[src/rtl/burgertime_pkg.sv]
// ============================================================================
// Module   : burgertime_pkg
// Brief    : Shared types and helpers for the chef hazard monitor slice.
// Revision : 1.0 - initial release
// ============================================================================
`default_nettype none

package burgertime_pkg;

    typedef logic [9:0] coord_t;

    typedef enum logic [2:0] {
        IDLE   = 3'd0,
        FREEZE = 3'd1,
        HURT   = 3'd2,
        GRACE  = 3'd3,
        OVER   = 3'd4
    } hazard_state_t;

    localparam int NUM_ENEMIES = 2;

    // Unsigned distance; never wraps because the larger operand is always the minuend.
    function automatic coord_t absdiff(input coord_t a, input coord_t b);
        return (a >= b) ? (a - b) : (b - a);
    endfunction

endpackage

`default_nettype wire

[src/rtl/chef_hazard_monitor_if.sv]
// ============================================================================
// Module   : chef_hazard_monitor_if
// Brief    : Positions/lives in, death sequencing outputs back to the game.
// Revision : 1.0 - initial release
// ============================================================================
`default_nettype none

interface chef_hazard_monitor_if;
    import burgertime_pkg::*;

    coord_t      ChefX;
    coord_t      ChefY;
    coord_t      Enemy0X;
    coord_t      Enemy0Y;
    coord_t      Enemy1X;
    coord_t      Enemy1Y;
    logic [1:0]  enemy_active;
    logic [1:0]  lives;
    logic [1:0]  enemy_hurt;
    logic        freeze;
    logic        invuln;
    logic        game_over;

    modport master (
        output ChefX, ChefY, Enemy0X, Enemy0Y, Enemy1X, Enemy1Y,
        output enemy_active, lives,
        input  enemy_hurt, freeze, invuln, game_over
    );

    modport slave (
        input  ChefX, ChefY, Enemy0X, Enemy0Y, Enemy1X, Enemy1Y,
        input  enemy_active, lives,
        output enemy_hurt, freeze, invuln, game_over
    );

endinterface

`default_nettype wire

[src/rtl/hitbox_overlap.sv]
// ============================================================================
// Module   : hitbox_overlap
// Brief    : Combinational square-hitbox overlap test between two points.
// Revision : 1.0 - initial release
// ============================================================================
`default_nettype none

module hitbox_overlap
    import burgertime_pkg::*;
#(
    parameter int HIT_BOX = 8
) (
    input  coord_t ax,
    input  coord_t ay,
    input  coord_t bx,
    input  coord_t by,
    input  logic   en,
    output logic   hit
);

    localparam coord_t c_hit_box = coord_t'(HIT_BOX);

    assign hit = en && (absdiff(ax, bx) < c_hit_box) && (absdiff(ay, by) < c_hit_box);

endmodule

`default_nettype wire

[src/rtl/chef_hazard_monitor.sv]
// ============================================================================
// Module   : chef_hazard_monitor
// Brief    : Detects chef/enemy contact and sequences freeze -> hurt -> grace.
// Revision : 1.0 - initial release
// ============================================================================
`default_nettype none

module chef_hazard_monitor
    import burgertime_pkg::*;
#(
    parameter int HIT_BOX       = 8,
    parameter int FREEZE_FRAMES = 60,
    parameter int GRACE_FRAMES  = 120,
    parameter int CNT_W         = 8
) (
    input  logic                  frame_clk,
    input  logic                  Reset,
    chef_hazard_monitor_if.slave  bus
);

    localparam logic [CNT_W-1:0] c_freeze_last = CNT_W'(FREEZE_FRAMES - 1);
    localparam logic [CNT_W-1:0] c_grace_last  = CNT_W'(GRACE_FRAMES - 1);
    localparam logic [CNT_W-1:0] c_one         = CNT_W'(1);

    coord_t                  enemy_x [NUM_ENEMIES];
    coord_t                  enemy_y [NUM_ENEMIES];
    logic [NUM_ENEMIES-1:0]  hit_vec;

    hazard_state_t           state_q, state_d;
    logic [CNT_W-1:0]        cnt_q, cnt_d;
    logic [NUM_ENEMIES-1:0]  mask_q, mask_d;
    logic [NUM_ENEMIES-1:0]  enemy_hurt_q;
    logic                    freeze_q;
    logic                    invuln_q;
    logic                    game_over_q;

    assign enemy_x[0] = bus.Enemy0X;
    assign enemy_y[0] = bus.Enemy0Y;
    assign enemy_x[1] = bus.Enemy1X;
    assign enemy_y[1] = bus.Enemy1Y;

    generate
        for (genvar i = 0; i < NUM_ENEMIES; i++) begin : g_hit
            hitbox_overlap #(
                .HIT_BOX (HIT_BOX)
            ) u_hitbox (
                .ax  (bus.ChefX),
                .ay  (bus.ChefY),
                .bx  (enemy_x[i]),
                .by  (enemy_y[i]),
                .en  (bus.enemy_active[i]),
                .hit (hit_vec[i])
            );
        end
    endgenerate

    // Overlaps are only looked at in IDLE; once a death starts it runs to completion.
    always_comb begin
        state_d = state_q;
        cnt_d   = cnt_q;
        mask_d  = mask_q;
        case (state_q)
            IDLE: begin
                if (bus.lives == 2'd0) begin
                    state_d = OVER;
                end else if (|hit_vec) begin
                    state_d = FREEZE;
                    mask_d  = hit_vec;
                    cnt_d   = c_freeze_last;
                end
            end
            FREEZE: begin
                if (cnt_q != '0) cnt_d   = cnt_q - c_one;
                else             state_d = HURT;
            end
            HURT: begin
                state_d = GRACE;
                cnt_d   = c_grace_last;
            end
            GRACE: begin
                if (bus.lives == 2'd0) begin
                    state_d = OVER;
                end else if (cnt_q != '0) begin
                    cnt_d = cnt_q - c_one;
                end else begin
                    state_d = IDLE;
                    mask_d  = '0;
                end
            end
            OVER:    state_d = OVER;
            default: state_d = IDLE;
        endcase
    end

    // Outputs are decoded from the next state so they line up with state_q.
    always_ff @(posedge frame_clk or posedge Reset) begin
        if (Reset) begin
            state_q      <= IDLE;
            cnt_q        <= '0;
            mask_q       <= '0;
            enemy_hurt_q <= '0;
            freeze_q     <= 1'b0;
            invuln_q     <= 1'b0;
            game_over_q  <= 1'b0;
        end else begin
            state_q      <= state_d;
            cnt_q        <= cnt_d;
            mask_q       <= mask_d;
            enemy_hurt_q <= (state_d == HURT) ? mask_d : '0;
            freeze_q     <= (state_d == FREEZE) || (state_d == HURT) || (state_d == OVER);
            invuln_q     <= (state_d == GRACE);
            game_over_q  <= (state_d == OVER);
        end
    end

    assign bus.enemy_hurt = enemy_hurt_q;
    assign bus.freeze     = freeze_q;
    assign bus.invuln     = invuln_q;
    assign bus.game_over  = game_over_q;

endmodule

`default_nettype wire

[src/flat_wrapper.sv]
// flat-port wrapper written by rule: the top's interface ports become plain ports
module chef_hazard_monitor_flat import burgertime_pkg::*;
#(
    parameter int HIT_BOX       = 8,
    parameter int FREEZE_FRAMES = 60,
    parameter int GRACE_FRAMES  = 120,
    parameter int CNT_W         = 8
)
  (frame_clk, Reset, bus_ChefX, bus_ChefY, bus_Enemy0X, bus_Enemy0Y, bus_Enemy1X, bus_Enemy1Y, bus_enemy_active, bus_lives, bus_enemy_hurt, bus_freeze, bus_invuln, bus_game_over);
  chef_hazard_monitor_if bus_i ();
  input  logic frame_clk;
  input  logic Reset;
  input wire logic [$bits(bus_i.ChefX)-1:0] bus_ChefX;
  input wire logic [$bits(bus_i.ChefY)-1:0] bus_ChefY;
  input wire logic [$bits(bus_i.Enemy0X)-1:0] bus_Enemy0X;
  input wire logic [$bits(bus_i.Enemy0Y)-1:0] bus_Enemy0Y;
  input wire logic [$bits(bus_i.Enemy1X)-1:0] bus_Enemy1X;
  input wire logic [$bits(bus_i.Enemy1Y)-1:0] bus_Enemy1Y;
  input wire logic [$bits(bus_i.enemy_active)-1:0] bus_enemy_active;
  input wire logic [$bits(bus_i.lives)-1:0] bus_lives;
  output wire logic [$bits(bus_i.enemy_hurt)-1:0] bus_enemy_hurt;
  output wire logic [$bits(bus_i.freeze)-1:0] bus_freeze;
  output wire logic [$bits(bus_i.invuln)-1:0] bus_invuln;
  output wire logic [$bits(bus_i.game_over)-1:0] bus_game_over;
  assign bus_i.ChefX = bus_ChefX;
  assign bus_i.ChefY = bus_ChefY;
  assign bus_i.Enemy0X = bus_Enemy0X;
  assign bus_i.Enemy0Y = bus_Enemy0Y;
  assign bus_i.Enemy1X = bus_Enemy1X;
  assign bus_i.Enemy1Y = bus_Enemy1Y;
  assign bus_i.enemy_active = bus_enemy_active;
  assign bus_i.lives = bus_lives;
  assign bus_enemy_hurt = bus_i.enemy_hurt;
  assign bus_freeze = bus_i.freeze;
  assign bus_invuln = bus_i.invuln;
  assign bus_game_over = bus_i.game_over;
  chef_hazard_monitor #(.HIT_BOX(HIT_BOX), .FREEZE_FRAMES(FREEZE_FRAMES), .GRACE_FRAMES(GRACE_FRAMES), .CNT_W(CNT_W)) u_core (.frame_clk(frame_clk), .Reset(Reset), .bus(bus_i));
endmodule
[config.mk]
export PLATFORM = sky130hd
export DESIGN_NAME = chef_hazard_monitor_flat
export DESIGN_NICKNAME = d
export VERILOG_FILES = /design/src/rtl/burgertime_pkg.sv /design/src/rtl/chef_hazard_monitor_if.sv /design/src/rtl/hitbox_overlap.sv /design/src/rtl/chef_hazard_monitor.sv /design/src/flat_wrapper.sv
export SDC_FILE = /design/constraint.sdc
export NUM_CORES = 1
export LEC_CHECK = 0
export BUFFER_PORTS_ARGS = -buffer_cell sky130_fd_sc_hd__clkbuf_2
export CAP_MARGIN = 20
export CORE_ASPECT_RATIO = 1.75
export CORE_MARGIN = 2
export CORE_UTILIZATION = 34
export CTS_CLUSTER_SIZE = 10
export DETAILED_ROUTE_END_ITERATION = 10
export GPL_TIMING_DRIVEN = 0
export MAX_ROUTING_LAYER = met4
export SLEW_MARGIN = 20
export SYNTH_ARGS = -nofsm -noshare
export SYNTH_HDL_FRONTEND = slang
export SYNTH_HIERARCHICAL = 1
export SYNTH_SLANG_ARGS = --single-unit
[constraint.sdc]
create_clock -name frame_clk -period 4.04 [get_ports frame_clk]
set_input_delay 0.808 -clock frame_clk [delete_from_list [all_inputs] [get_ports frame_clk]]
set_output_delay 0.808 -clock frame_clk [all_outputs]
set_load 0.02 [all_outputs]
==> results.toml <==
[run_status]
status = "complete, but fails checks"
violations = "negative setup slack"

[worst_setup_path]
cp_max_fo = 6
crit_path_start_kind = "primary input"
endpoint_kind = "register"
critPathArrivalTime_ns = 4.58
required_ns = 4.19
reg2reg_slack_ns = 1.90
critPathKind = "primary input to register"

[drt]
vias_per_cell = 5.458
routedWlPerCell_um = 15.50
wirelength_um = 13350
dr.first_iter.drc_count = 142
antenna_left = 0
firstDrtPassIters = 5
drc = 0
vias = 4699

[cells_and_area]
num-nets-final = 834
final_layout_size_suffix_gt1_frac = 0.2725
antennaDiodeCount = 0
final_area_um2 = 5739
syn2layout_area_growth_pct = 27.77
fill_cells = 1347

[global_route]
grt_max_degree = 19
first_global_vias = 4767
grt.overflow.total = 0
grt_usage = 0.1876
grt_pass1_wl_um = 21870
antenna_found_initial = 0

[power]
power_frac_seq = 0.205
swShare = 0.4288
power_density_nw_per_um2 = 216.7
power.leakage_uw = 0.002820
p_sw_uw = 533.3
p_int_uw = 710.3
peakVddDrop_v = 0.0001031
power_uw = 1244
combPwrFrac = 0.618
p_clk_frac = 0.177

[clocking]
cts.path.max_buffers = 2
clock-sinks = 18
worst_skew_pair.late_latency_ns = 0.25
cts_max_level = 1
path_clk_slew_ns = 0.05
cts_tree = "done"
root_buffer = "clkbuf_16"
numCtsBuffers = 3

[synthesis]
syn_area_um2 = 4492
synth_cell_types = 76
synth_seq_area_share = 0.1003
postSynthCellCount = 600
yosysWarningCount = 6
async_reset_ff_frac = 1.000
synth_flop_cell = "dfrtp_1"
synth_area_per_cell_um2 = 7.486
ys_seq_elements = 18
synth_edf_count = 0
synth_fp_nets = 743

[placed_design]
hpwl_um = 10870
gp_congestion = 0.9586
place_ws_ns = -1.270
dpl-instance-area_um2 = 5176
io_buffers = 70

[sta]
tightest_slew_ns = 0.6940
hold_slack_ns = 0.5365
final.period_utilization = 1.097
fin_crit_ns = 4.431
final_hold_viol_count = 0
fin_tns_setup_ns = -2.833
finalSetupViolCount = 9
layout_setup_ws_ns = -0.3910
drv_slew = 0
skew_ns = 0.003503
max_freq_mhz = 225.7
relSlewSlack = 0.5368
rsz0062_at_grt = "true"

[die]
dieHeight_um = 156.1
die-width_um = 90.89
start_util = 0.3472
design.die.area_um2 = 14180
top_level_ports = 71
design.core.area_um2 = 12940
rows = 55

[hold_path]
hp-class = "register to register"

[run]
maxCapViolations = 0
## final timing paths
kind	startpoint	to	cells past startpoint
max	bus_ChefX[5]	u_core/cnt_q[2]$_DFFE_PP0P_	18
min	u_core/cnt_q[7]$_DFFE_PP0P_	u_core/cnt_q[7]$_DFFE_PP0P_	1
max reg2reg	u_core/cnt_q[0]$_DFFE_PP0P_	u_core/cnt_q[4]$_DFFE_PP0P_	9
min reg2reg	u_core/cnt_q[7]$_DFFE_PP0P_	u_core/cnt_q[7]$_DFFE_PP0P_	1
max in group asynchronous	Reset	u_core/state_q[1]$_DFF_PP0_	2
min in group asynchronous	Reset	u_core/state_q[2]$_DFF_PP0_	2
## critical path: stages
cell       delay (ns)
clkbuf_16        0.14
inv_4            0.05
ha_4             0.19
buf_6            0.11
a21o_1           0.14
a221o_1          0.32
or3_4            0.35
a221oi_2         0.28
mux2_4           0.34
a211oi_4         0.18
o2111ai_2        0.15
nor4_4           0.28
buf_4            0.19
nor2_4           0.04
a221o_2          0.40
or2_1            0.24
buf_6            0.15
o311ai_4         0.22
## per-layer routing
layer	track usage	routed length (um)
met2	0.3643	7231
met4	0.07504	489
met1	0.1985	5247
met3	0.004831	376
met5	-	0
## per-stage QoR
step	utilization	std cells
after floorplan	-	600
after global placement	0.4001	841
after detailed placement	0.4001	841
after CTS	0.4325	856
after global routing	0.4436	861
final	0.4436	861
## synth_stat cells, types with 7 or more instances
cell type | n | area share
nand2_1 | 29 | 0.024
a22oi_1 | 7 | 0.012
o31ai_1 | 14 | 0.023
xor2_1 | 10 | 0.019
dfrtp_1 | 18 | 0.10
o21bai_1 | 7 | 0.012
nand3b_1 | 7 | 0.012
a21oi_1 | 42 | 0.047
buf_2 | 8 | 0.0089
nor2_1 | 36 | 0.030
nand2b_1 | 7 | 0.0097
xnor2_1 | 13 | 0.025
nand4_1 | 12 | 0.017
inv_1 | 101 | 0.084
ha_1 | 77 | 0.21
nand3_1 | 16 | 0.018
o21ai_0 | 18 | 0.020
nor3_1 | 11 | 0.012
nor4_1 | 12 | 0.017
a211oi_1 | 8 | 0.013
a21o_1 | 13 | 0.022
## power by group through the flow
stage	sequential (uW)	combinational, uW	clock (uW)
floorplan	244	509	0
global placement	253	658	0
detailed placement	255	673	0
CTS	253	735	225
global route	261	848	233
finish	255	768	220
## sequential cells by signal, summed over array words and instances, names as in the netlist
signal	cells
u_core/bus.enemy_hurt	2
u_core/bus.freeze	1
u_core/bus.game_over	1
u_core/bus.invuln	1
u_core/cnt_q	8
u_core/mask_q	2
u_core/state_q	3
## cell usage in the layout (no fill, tap or decap), types with 6 or more instances in the layout
cell	Yosys	layout
ha_4	0	6
o21ai_1	6	8
o21bai_1	7	7
ha_1	77	67
nand4_1	12	12
and2_1	6	6
a21oi_1	42	37
nor2_1	36	34
nor2_4	4	6
xnor2_1	13	12
nor4_1	12	9
inv_1	101	96
o31ai_1	14	10
nand2_1	29	29
a211oi_1	8	6
dfrtp_1	18	18
o21ai_0	18	15
o21a_1	6	6
nand3b_1	7	7
a22oi_1	7	7
nand3_1	16	16
xor2_1	10	10
nor3_1	11	11
clkbuf_2	0	69
a21o_1	13	13
buf_4	3	22
nand2b_1	7	6
## area by class of cell
class,count,area (um2),share of cell area
well taps,171,214.0,0.03728
plain buffers,14,96.34,0.01679
inverters,102,397.9,0.06933
repair buffers,90,553.0,0.09636
multi-input cells,462,3939,0.6863
flip-flops and latches,18,450.4,0.07848
clock buffers,4,88.84,0.01548
## cells by family (layout without fill, tap and decap cells)
| family | Yosys count | after routing | synth area share |
|---|---|---|---|
| buffers and inverters | 120 | 210 | 0.1067 |
| adder cells (fa/ha/maj) | 77 | 77 | 0.2145 |
| XOR/XNOR | 23 | 23 | 0.04485 |
| AO/OA/AOI/OAI | 177 | 177 | 0.2844 |
| flip-flops | 18 | 18 | 0.1003 |
| AND/OR/NAND/NOR | 176 | 176 | 0.2281 |
| multiplexers | 9 | 9 | 0.02117 |
## what timing repair did
action	4_1_cts	5_1_grt
hold buffers	0	0
buffers inserted	15	5
endpoints found under the setup margin	12	12
pin swaps	20	15
hold endpoints to repair	0	0
resized for setup	42	26
(Power assumes the default switching activity.)
